**src/rtl/cpu_ctrl_pkg.sv**
```systemverilog
// cpu_ctrl_pkg: opcodes, one-hot T-states and control-word bit positions shared by the sequencer and its bench
package cpu_ctrl_pkg;
    localparam logic [3:0] OP_LDA = 4'h0;
    localparam logic [3:0] OP_ADD = 4'h1;
    localparam logic [3:0] OP_SUB = 4'h2;
    localparam logic [3:0] OP_JMP = 4'h3;
    localparam logic [3:0] OP_OUT = 4'he;
    localparam logic [3:0] OP_HLT = 4'hf;
    localparam logic [5:0] T1 = 6'b000001;
    localparam logic [5:0] T2 = 6'b000010;
    localparam logic [5:0] T3 = 6'b000100;
    localparam logic [5:0] T4 = 6'b001000;
    localparam logic [5:0] T5 = 6'b010000;
    localparam logic [5:0] T6 = 6'b100000;
    localparam int CW_W       = 13;
    localparam int CW_PC_INC  = 0;
    localparam int CW_PC_EN   = 1;
    localparam int CW_PC_LD   = 2;
    localparam int CW_MAR_LD  = 3;
    localparam int CW_RAM_EN  = 4;
    localparam int CW_IR_LD   = 5;
    localparam int CW_IR_EN   = 6;
    localparam int CW_ACC_LD  = 7;
    localparam int CW_ACC_EN  = 8;
    localparam int CW_B_LD    = 9;
    localparam int CW_ALU_EN  = 10;
    localparam int CW_ALU_SUB = 11;
    localparam int CW_OUT_LD  = 12;
endpackage

```
**src/rtl/t_state_ring.sv**
```systemverilog
// t_state_ring: one-hot T1..T6 ring; hold freezes it, restart forces T1 on the next edge
module t_state_ring
    import cpu_ctrl_pkg::*;
(
    input  logic       clk,
    input  logic       rst,
    input  logic       hold,
    input  logic       restart,
    output logic [5:0] t_state
);
    logic [5:0] t_d, t_q;
    always_comb t_d = hold ? t_q : restart ? T1 : {t_q[4:0], t_q[5]};
    always_ff @(posedge clk or posedge rst)
        if (rst) t_q <= T1;
        else     t_q <= t_d;
    assign t_state = t_q;
endmodule

```
**src/rtl/control_sequencer.sv**
```systemverilog
// control_sequencer: fetch/execute microcode decode from T-state and opcode, plus the sticky halted flag
module control_sequencer
    import cpu_ctrl_pkg::*;
#(
    parameter bit EARLY_END = 1'b0
) (
    input  logic       clk,
    input  logic       rst,
    input  logic [3:0] opcode,
    output logic       pc_inc,
    output logic       pc_en,
    output logic       pc_ld,
    output logic       mar_ld,
    output logic       ram_en,
    output logic       ir_ld,
    output logic       ir_en,
    output logic       acc_ld,
    output logic       acc_en,
    output logic       b_ld,
    output logic       alu_en,
    output logic       alu_sub,
    output logic       out_ld,
    output logic       halt,
    output logic [5:0] t_state
);
    logic [5:0] t;
    logic [CW_W-1:0] cw, cw_g;
    logic halted_d, halted_q;
    logic lda, add, sub, jmp, out, hlt, mem, arith, restart;
    assign lda   = opcode == OP_LDA;
    assign add   = opcode == OP_ADD;
    assign sub   = opcode == OP_SUB;
    assign jmp   = opcode == OP_JMP;
    assign out   = opcode == OP_OUT;
    assign hlt   = opcode == OP_HLT;
    assign mem   = lda | add | sub;
    assign arith = add | sub;
    assign restart = EARLY_END && t[3] && !(mem || hlt);
    t_state_ring u_ring (
        .clk     (clk),
        .rst     (rst),
        .hold    (halted_q),
        .restart (restart),
        .t_state (t)
    );
    always_comb halted_d = halted_q | (t[3] & hlt);
    always_ff @(posedge clk or posedge rst)
        if (rst) halted_q <= 1'b0;
        else     halted_q <= halted_d;
    always_comb begin
        cw             = '0;
        cw[CW_PC_INC]  = t[1];
        cw[CW_PC_EN]   = t[0];
        cw[CW_PC_LD]   = t[3] & jmp;
        cw[CW_MAR_LD]  = t[0] | (t[3] & mem);
        cw[CW_RAM_EN]  = t[2] | (t[4] & mem);
        cw[CW_IR_LD]   = t[2];
        cw[CW_IR_EN]   = t[3] & (mem | jmp);
        cw[CW_ACC_LD]  = (t[4] & lda) | (t[5] & arith);
        cw[CW_ACC_EN]  = t[3] & out;
        cw[CW_B_LD]    = t[4] & arith;
        cw[CW_ALU_EN]  = t[5] & arith;
        cw[CW_ALU_SUB] = t[5] & sub;
        cw[CW_OUT_LD]  = t[3] & out;
        cw_g           = (rst || halted_q) ? '0 : cw;
    end
    assign pc_inc  = cw_g[CW_PC_INC];
    assign pc_en   = cw_g[CW_PC_EN];
    assign pc_ld   = cw_g[CW_PC_LD];
    assign mar_ld  = cw_g[CW_MAR_LD];
    assign ram_en  = cw_g[CW_RAM_EN];
    assign ir_ld   = cw_g[CW_IR_LD];
    assign ir_en   = cw_g[CW_IR_EN];
    assign acc_ld  = cw_g[CW_ACC_LD];
    assign acc_en  = cw_g[CW_ACC_EN];
    assign b_ld    = cw_g[CW_B_LD];
    assign alu_en  = cw_g[CW_ALU_EN];
    assign alu_sub = cw_g[CW_ALU_SUB];
    assign out_ld  = cw_g[CW_OUT_LD];
    assign halt    = !rst && (halted_q || (t[3] && hlt));
    assign t_state = t;
endmodule
```
**config.mk**
```make
export PLATFORM = sky130hd
export DESIGN_NAME = control_sequencer
export DESIGN_NICKNAME = d
export VERILOG_FILES = /design/src/rtl/cpu_ctrl_pkg.sv /design/src/rtl/t_state_ring.sv /design/src/rtl/control_sequencer.sv
export SDC_FILE = /design/constraint.sdc
export NUM_CORES = 1
export LEC_CHECK = 0
export BUFFER_PORTS_ARGS = -buffer_cell sky130_fd_sc_hd__buf_2
export CAP_MARGIN = 20
export CORE_AREA = 2 2 39 41
export CTS_BUF_LIST = sky130_fd_sc_hd__clkbuf_4
export DETAILED_ROUTE_END_ITERATION = 12
export DIE_AREA = 0 0 41 43
export PLACE_DENSITY_LB_ADDON = 0.05
export RECOVER_POWER = 100
export SLEW_MARGIN = 10
export SYNTH_ARGS = -nofsm -noshare
export SYNTH_HDL_FRONTEND = slang
export SYNTH_SLANG_ARGS = --single-unit
export TNS_END_PERCENT = 5
```
**constraint.sdc**
```tcl
create_clock -name clk -period 2.4 [get_ports clk]
set_input_delay 0.12 -clock clk [delete_from_list [all_inputs] [get_ports clk]]
set_output_delay 0.12 -clock clk [all_outputs]
set_load 0.05 [all_outputs]
```
* After elaboration in Yosys (flattened, before gate mapping)
Cells that the tools add are included.
Storage, ports and cells: memories kept 0, bits in read-only memories 0, latch bits 0, bits of input ports 6, memory bits (writable) 0, bits in registers 7
Cells by class: order comparisons 0, shift operators 0, add/subtract/negate cells 0, bitwise gates (word level) 18, divide/modulo/power cells 0, multiply operators 0, equality and inequality tests 5, reductions and logical operators 6, muxes and demuxes 1
Operators by type and width (number):
- $mux 13 | 1
- $and 1x1->1 | 10
- $eq 4x2->1 const B | 2
- $eq 4x4->1 const B | 2
- $or 1x1->1 | 8
- $eq 4x1->1 const B | 1
- $logic_not 4->1 | 1
- $logic_and 1x1->1 | 2
- $logic_or 1x1->1 | 2
- $logic_not 1->1 | 1

* Longest topological paths before layout
Gate-level depths: netlist (run 1).
depth in word-level cells 6, gate-level depth with buffers 5

* By module
From an unflattened synthesis (run 1), not the netlist that was laid out.
Second synthesis, totals: cell total of the unflattened synthesis 54, area, all modules 461.7 um^2
By module, submodules not included:
- t_state_ring | instances 1, sequential area each 151.4 um^2, area each 257.7 um^2, cells each 25
- control_sequencer | instances 1, sequential area each 25.0 um^2, area each 203.9 um^2, cells each 29

* Worst setup path after synthesis (run 1)
No wires, ideal clock.
path kind register to output, start reg u_ring.t_q[3] (netlist: u_ring.t_state[3]), end out out_ld, path buffers 1, path slack 0.001 ns, arrival 2.279 ns, cell stages (with the launch flop) 4, data required time 2.280 ns, cells stage by stage dfrtp_1 > nand3_1 > nor3_1 > buf_4
On the way: cells in the longest elaborated chain, start to end 2
Ends and longest elaborated chain:
- start: declaration | line t_state_ring.sv:11 | logic [5:0] t_d, t_q;
- start signal: assignment | line t_state_ring.sv:15 | else t_q <= t_d;
- $and 1x1->1 | line control_sequencer.sv:64 | cw[CW_OUT_LD] = t[3] & out;
- $mux 13 | line control_sequencer.sv:65 | cw_g = (rst || halted_q) ? '0 : cw;
- end: declaration | line control_sequencer.sv:22 | output logic out_ld,
No other way between the ends.

* Worst setup path in the final report (run 1)
start reg halted_q, end out out_ld
On the way: cells in the longest elaborated chain, start to end 2
Ends and longest elaborated chain:
- start: declaration | line control_sequencer.sv:28 | logic halted_d, halted_q;
- start signal: assignment | line control_sequencer.sv:49 | else halted_q <= halted_d;
- $logic_or 1x1->1 | line control_sequencer.sv:65
- $mux 13 | line control_sequencer.sv:65
No other way between the ends.

==> insert_results.sql, run 1 <==
INSERT INTO impl_metrics (metric_group, metric, value, unit) VALUES
('outcome', 'status', 'complete, no violations', ''),
('route', 'top_signal_layer_used', 'met4', ''),
('synthesis', 'ys_async_sr_fraction', '100', '%'),
('cells_and_area', 'finalCoreUtilization', '42.5', '%'),
('worst_hold_path', 'min-delay-path-class', 'in -> reg', ''),
('cts', 'cts-hold-fix-buffers', '1', ''),
('global_route', 'remaining_overflow_grt', '0', ''),
('sta', 'slew-limit-headroom', '59.7', '%'),
('synthesis', 'synth_top_area_share', '32.4', '%'),
('placed_design', 'dp.final_hpwl', '804', 'um'),
('synthesis', 'synth-edff-count', '0', ''),
('die', 'start_util', '33.5', '%'),
('synthesis', 'post_synth_main_area_contributors', 'dfrtp_1 (32%), mux2_2 (12%), dfstp_2 (5.7%), buf_6 (4.9%), nor2_8 (4.3%)', ''),
('synthesis', 'postSynth.topFlopCell', 'dfrtp_1', ''),
('critical_path', 'r2r_slack', '1.30', 'ns'),
('synthesis', 'yosys_register_bits', '7', ''),
('cts', 'htree_levels', '1', ''),
('pwr', 'sequentialPowerShare', '46.1', '%'),
('cells_and_area', 'fill_cells', '153', ''),
('route', 'drt-initial-drc-count', '4', ''),
('placed_design', 'numPortBuffers', '25', ''),
('synthesis', 'mappedNetlistNets', '50', ''),
('cts', 'clk_path_buf_depth', '2', ''),
('sta', 'worst_clock_skew', '0.00707', 'ns'),
('pwr', 'vdd_ir_drop_max', '0.259', 'mV'),
('pwr', 'p_comb_share', '8.6', '%'),
('sta', 'finalWorstPathRequiredPeriod', '1.89', 'ns'),
('sta', 'fin_crit_sh', '78.7', '%'),
('pwr', 'total_leakage_power', '0.250', 'nW'),
('route', 'post_drt_wl_per_cell', '12.2', 'um'),
('placed_design', 'dpl_worst_slack', '0.976', 'ns'),
('critical_path', 'end_kind', 'output port', ''),
('critical_path', 'critPathArrivalTime', '1.77', 'ns'),
('global_route', 'first_global_vias', '350', ''),
('pwr', 'power_density', '436', 'nW/um^2'),
('die', 'die_height', '43', 'um'),
('cts', 'cts.repair.resized', '0', ''),
('route', 'detail_route.vias_per_cell', '4.78', ''),
('cts', 'tritoncts_clock_tree', 'done', ''),
('route', 'met3_wire_length', '70', 'um'),
('cts', 'clk_pin_slew', '0.05', 'ns'),
('global_route', 'grt_first_pass_wirelength', '1550', 'um'),
('route', 'drc', '0', ''),
('route', 'drt.antenna.violating_nets', '0', ''),
('synthesis', 'ys.warnings.count', '0', ''),
('route', 'drt_pre_antenna_iters', '4', ''),
('die', 'core_area', '1380', 'um^2'),
('critical_path', 'timing.critical_path.required', '2.28', 'ns'),
('die', 'num_rows', '14', ''),
('cts', 'numClockSinks', '7', ''),
('sta', 'finalWorstSetupSlack', '0.511', 'ns'),
('global_route', 'grt_antenna_before_repair', '0', ''),
('global_route', 'grt_max_degree', '10', ''),
('critical_path', 'r2r.worst_path.cells', '1', ''),
('cts', 'worstSkewPairLatency', '0.25', 'ns'),
('pwr', 'fraction_of_power_spent_switching_nets', '21.8', '%'),
('pwr', 'power.net_switching', '0.0558', 'mW'),
('cts', 'post-cts-setup-buffer-count', '0', ''),
('synthesis', 'synth_seq_area_share', '38.1', '%'),
('synthesis', 'yosys.area.top_type', 'dfrtp_1', ''),
('sta', 'finalHoldViolations', '0', ''),
('synthesis', 'netlist_area', '463', 'um^2'),
('cts', 'cts-root-buf', 'clkbuf_4', ''),
('sta', 'setup_tns', '0', 'ns'),
('critical_path', 'crit_path_max_fanout', '9', ''),
('cells_and_area', 'antenna-diode-count', '0', ''),
('cells_and_area', 'final_layout_size_suffix_gt1_share', '28.2', '%'),
('die', 'dieArea', '1760', 'um^2'),
('sta', 'upper_clock_frequency_limit', '529', 'MHz'),
('placed_design', 'gp_congestion', '0.684', ''),
('flow_run', 'drv.max_cap_violation_count', '0', '');
flip-flops by register name, indices dropped and copies added (netlist names):
name            flops
u_ring.t_state      6
halted_q            1
kinds of logic (layout without fill, tap and decap cells):
family          count (synthesis)  in the layout  synth area share (%)
simple gates                   19             19                  27.0
flops                           7              7                  38.1
compound gates                  6              6                  10.5
mux                             6              6                  14.3
buf+inv                         5             32                  8.11
xor+xnor                        1              1                  1.89
power by group through the flow:
stage / registers, mW / logic [mW] / clock network, mW
final: 0.118 / 0.0219 / 0.116
after global routing: 0.118 / 0.0246 / 0.130
after CTS: 0.118 / 0.0226 / 0.123
after detailed placement: 0.120 / 0.0212 / 0
after global placement: 0.120 / 0.0213 / 0
after floorplan: 0.120 / 0.0135 / 0
worst paths after layout:
path,end,start
setup / recovery,out_ld,halted_q
hold / removal,halted_q,opcode[3]
setup reg to reg,u_ring.t_state[3],halted_q
hold reg to reg,u_ring.t_state[1],u_ring.t_state[1]
max in group asynchronous,u_ring.t_state[0],rst
min in group asynchronous,u_ring.t_state[1],rst
layout make-up:
type	instances	area, um^2	area share [%]
clock buffer	4	30.0	5.11
inverter	2	7.51	1.28
multi-input combinational	32	245	41.7
sequential	7	176	30.0
tap	16	20.0	3.40
timing repair buffer	26	109	18.5
through the flow:
stage / power [mW] / cells / hold slack [ns] / instance area (um^2)
after CTS: 0.264 / 87 / 0.180 / 618
after global routing: 0.272 / 87 / 0.220 / 588
final: 0.257 / 87 / 0.191 / 588
after detailed placement: 0.141 / 82 / 0.120 / 578
after global placement: 0.141 / 82 / 0.129 / 578
after floorplan: 0.134 / 44 / -0.0723 / 463
Yosys cell counts, drive strengths merged (2+ instances only):
master / n
nor2: 6
nand2: 3
nor3b: 2
a31o: 2
mux2: 5
dfrtp: 6
buf: 3
nand3: 2
inv: 2
and2: 4
critical path, cell delays in order, from the launching register on:
cell      delay, ns
dfrtp_1        0.52
nor2_8         0.22
nand3_1        0.09
nor3_1         0.20
clkbuf_1       0.49
cell usage in the layout, fill, tap and decap left out, types with 2 or more instances in the layout:
cell	Yosys	routed
nor3b_1	2	2
inv_1	2	2
nor2_1	5	5
dfrtp_1	6	6
clkbuf_1	0	21
clkbuf_4	0	4
and2_1	2	2
buf_2	0	4
and2_4	2	2
a31o_2	2	2
mux2_2	5	5
nand3_1	2	2
nand2_1	2	2
layer usage:
layer  global-route usage (%)  vias up
met5                        0        -
met2                     19.4       16
met4                     8.00        0
met1                     16.9      195
li1                         -      203
met3                     1.57        2
No activity file was read; power rests on OpenSTA's default activity.
==> run 2, diff against run 1 <==
Clock period 2.4 ns to 1.75 ns, I/O delays scaled along.
==> run 2 against run 1 <==
Wire length is 8.4% lower. Clock power up 39%. Combinational power up 40%. First-iteration DRC count did not move. Sequential power is 37% higher. Register-to-register slack got worse by 0.64 ns. Global-route usage fell by 1.0 points. Clock skew is 0.0069 ns lower. Largest power group unchanged. Highest routed layer unchanged.
==> insert_results.sql, run 2 (synthesized netlist as in run 1, its figures left out) <==
INSERT INTO impl_metrics (metric_group, metric, value, unit) VALUES
('global_route', 'first_global_vias', '329', ''),
('cells_and_area', 'multi_input_comb_area', '255', 'um^2'),
('pwr', 'p_clk_share', '45.6', '%'),
('sta', 'final.hold.worst_slack', '0.178', 'ns'),
('pwr', 'sequentialPowerShare', '45.8', '%'),
('sta', 'slew-limit-headroom', '60.5', '%'),
('critical_path', 'timing.critical_path.required', '1.66', 'ns'),
('route', 'met2_length', '451', 'um'),
('sta', 'rsz0062_at_grt', 'false', ''),
('critical_path', 'regToRegEndpoint', 'u_ring.t_state[1]', ''),
('cells_and_area', 'fill_cells', '155', ''),
('cells_and_area', 'final_layout_size_suffix_gt1_share', '50.7', '%'),
('cells_and_area', 'most-common-layout-cells', 'clkbuf_2 (11), buf_2 (7), clkbuf_1 (7), dfrtp_1 (6)', ''),
('placed_design', 'dp.final_hpwl', '773', 'um'),
('sta', 'upper_clock_frequency_limit', '614', 'MHz'),
('die', 'start_util', '33.5', '%'),
('critical_path', 'start_kind', 'flop', ''),
('critical_path', 'critPathArrivalTime', '1.54', 'ns'),
('cells_and_area', 'finalCoreUtilization', '44.5', '%'),
('worst_hold_path', 'worst_hold_path_stage_count', '3', ''),
('cts', 'cts-root-buf', 'clkbuf_4', ''),
('global_route', 'grt_max_degree', '10', ''),
('cts', 'worstSkewPairLatency', '0.25', 'ns'),
('cts', 'numClockSinks', '7', ''),
('pwr', 'power_density', '575', 'nW/um^2'),
('pwr', 'power.net_switching', '0.0789', 'mW'),
('cells_and_area', 'leading_cell_type_in_the_layout_fill_and_taps_excluded', 'clkbuf_2', ''),
('die', 'num_rows', '14', ''),
('cells_and_area', 'largest_reg_flops', '6', ''),
('global_route', 'grt_first_pass_wirelength', '1380', 'um'),
('route', 'met3_wire_length', '55', 'um'),
('flow_run', 'drv.max_cap_violation_count', '0', ''),
('pwr', 'fraction_of_power_spent_switching_nets', '22.3', '%'),
('route', 'finalWirelength', '969', 'um'),
('sta', 'tightestPinTransition', '0.595', 'ns'),
('sta', 'setup_viol', '0', ''),
('route', 'drt-initial-drc-count', '4', ''),
('pwr', 'fin_total_pwr', '0.354', 'mW'),
('critical_path', 'regToRegStartpoint', 'halted_q', ''),
('cts', 'cts_made_buffers', '3', ''),
('route', 'top_signal_layer_used', 'met4', ''),
('critical_path', 'crit_path_max_fanout', '9', ''),
('cts', 'cts.repair.resized', '0', ''),
('cells_and_area', 'area.sequential', '176', 'um^2'),
('outcome', 'status', 'complete, no violations', ''),
('worst_hold_path', 'worst_hold_endpoint', 'halted_q', ''),
('pwr', 'p_comb_share', '8.7', '%'),
('route', 'wirelength_met1', '457', 'um'),
('cts', 'tritoncts_clock_tree', 'done', ''),
('cts', 'clk_pin_slew', '0.05', 'ns'),
('route', 'drc', '0', ''),
('cts', 'htree_levels', '1', ''),
('critical_path', 'r2r.worst_path.cells', '1', ''),
('sta', 'setup_tns', '0', 'ns'),
('global_route', 'grt_util_all_layers', '12.0', '%'),
('route', 'drt.antenna.violating_nets', '0', ''),
('global_route', 'remaining_overflow_grt', '0', ''),
('route', 'detail_route.vias_per_cell', '4.77', ''),
('cells_and_area', 'antenna-diode-count', '0', ''),
('critical_path', 'end_kind', 'output port', ''),
('pwr', 'total_leakage_power', '0.302', 'nW'),
('die', 'die_w', '41', 'um'),
('route', 'dr_total_vias', '415', ''),
('pwr', 'vdd_ir_drop_max', '0.245', 'mV'),
('global_route', 'grt_antenna_before_repair', '0', ''),
('die', 'core_area', '1380', 'um^2'),
('placed_design', 'gp_congestion', '0.667', ''),
('sta', 'worst_clock_skew', '0.000217', 'ns'),
('sta', 'finalWorstPathRequiredPeriod', '1.63', 'ns'),
('die', 'top_level_pins', '26', ''),
('worst_hold_path', 'min-delay-path-class', 'in -> reg', ''),
('critical_path', 'critPathKind', 'reg -> out', ''),
('pwr', 'int_power', '0.275', 'mW'),
('cts', 'post-cts-setup-buffer-count', '0', ''),
('cells_and_area', 'area.growth.synth_to_final', '33.0', '%'),
('sta', 'fin_crit_sh', '93.1', '%'),
('worst_hold_path', 'worst_hold_startpoint', 'opcode[3]', ''),
('sta', 'finalHoldViolations', '0', ''),
('sta', 'drv_slew', '0', ''),
('route', 'post_drt_wl_per_cell', '11.1', 'um'),
('cts', 'clk_path_buf_depth', '2', ''),
('placed_design', 'numPortBuffers', '25', ''),
('die', 'dieArea', '1760', 'um^2'),
('cts', 'cts-hold-fix-buffers', '1', ''),
('die', 'die_height', '43', 'um'),
('critical_path', 'r2r_slack', '0.66', 'ns'),
('cells_and_area', 'design.final.nets', '78', ''),
('route', 'drt_pre_antenna_iters', '2', '');
run 2: power by group through the flow:
stage | logic (mW) | clock network (mW) | registers (mW)
global placement | 0.0301 | 0 | 0.165
floorplan | 0.0195 | 0 | 0.165
global route | 0.0341 | 0.178 | 0.162
detailed placement | 0.0302 | 0 | 0.165
CTS | 0.0319 | 0.169 | 0.162
finish | 0.0306 | 0.161 | 0.162
run 2: worst max-delay path by stage:
stage	slack, ns	end	startpoint
detailed placement	0.39	out_ld	halted_q
global route	0.02	acc_en	halted_q
finish	0.12	mar_ld	halted_q
floorplan	-0.22	alu_en	u_ring.t_state[5]
CTS	0.11	out_ld	halted_q
global placement	0.42	acc_en	halted_q
run 2: cell type report:
cell class / count / share of cell area, %
Multi-Input combinational cell: 32 / 41.5
Sequential cell: 7 / 28.7
Timing Repair Buffer: 26 / 20.5
Clock buffer: 4 / 4.88
Tap cell: 16 / 3.25
Inverter: 2 / 1.22
run 2: layer usage:
metal,global-route usage (%),vias up
met1,15.9,193
met3,3.14,2
met2,15.3,13
met4,10.0,0
li1,-,207
met5,0,-
run 2: worst max-delay path, stage by stage, from the launching register on:
cell and delay [ns]:
dfrtp_1 0.59, nor2_8 0.10, and2_4 0.17, a31o_2 0.20
clkbuf_2 0.23
run 2: per-stage QoR:
stage / cell area [um^2] / cells / setup slack [ns]
after floorplan: 473 / 44 / -0.223
after global placement: 588 / 82 / 0.415
after detailed placement: 588 / 82 / 0.391
after CTS: 628 / 87 / 0.115
after global routing: 616 / 87 / 0.0212
final: 616 / 87 / 0.120
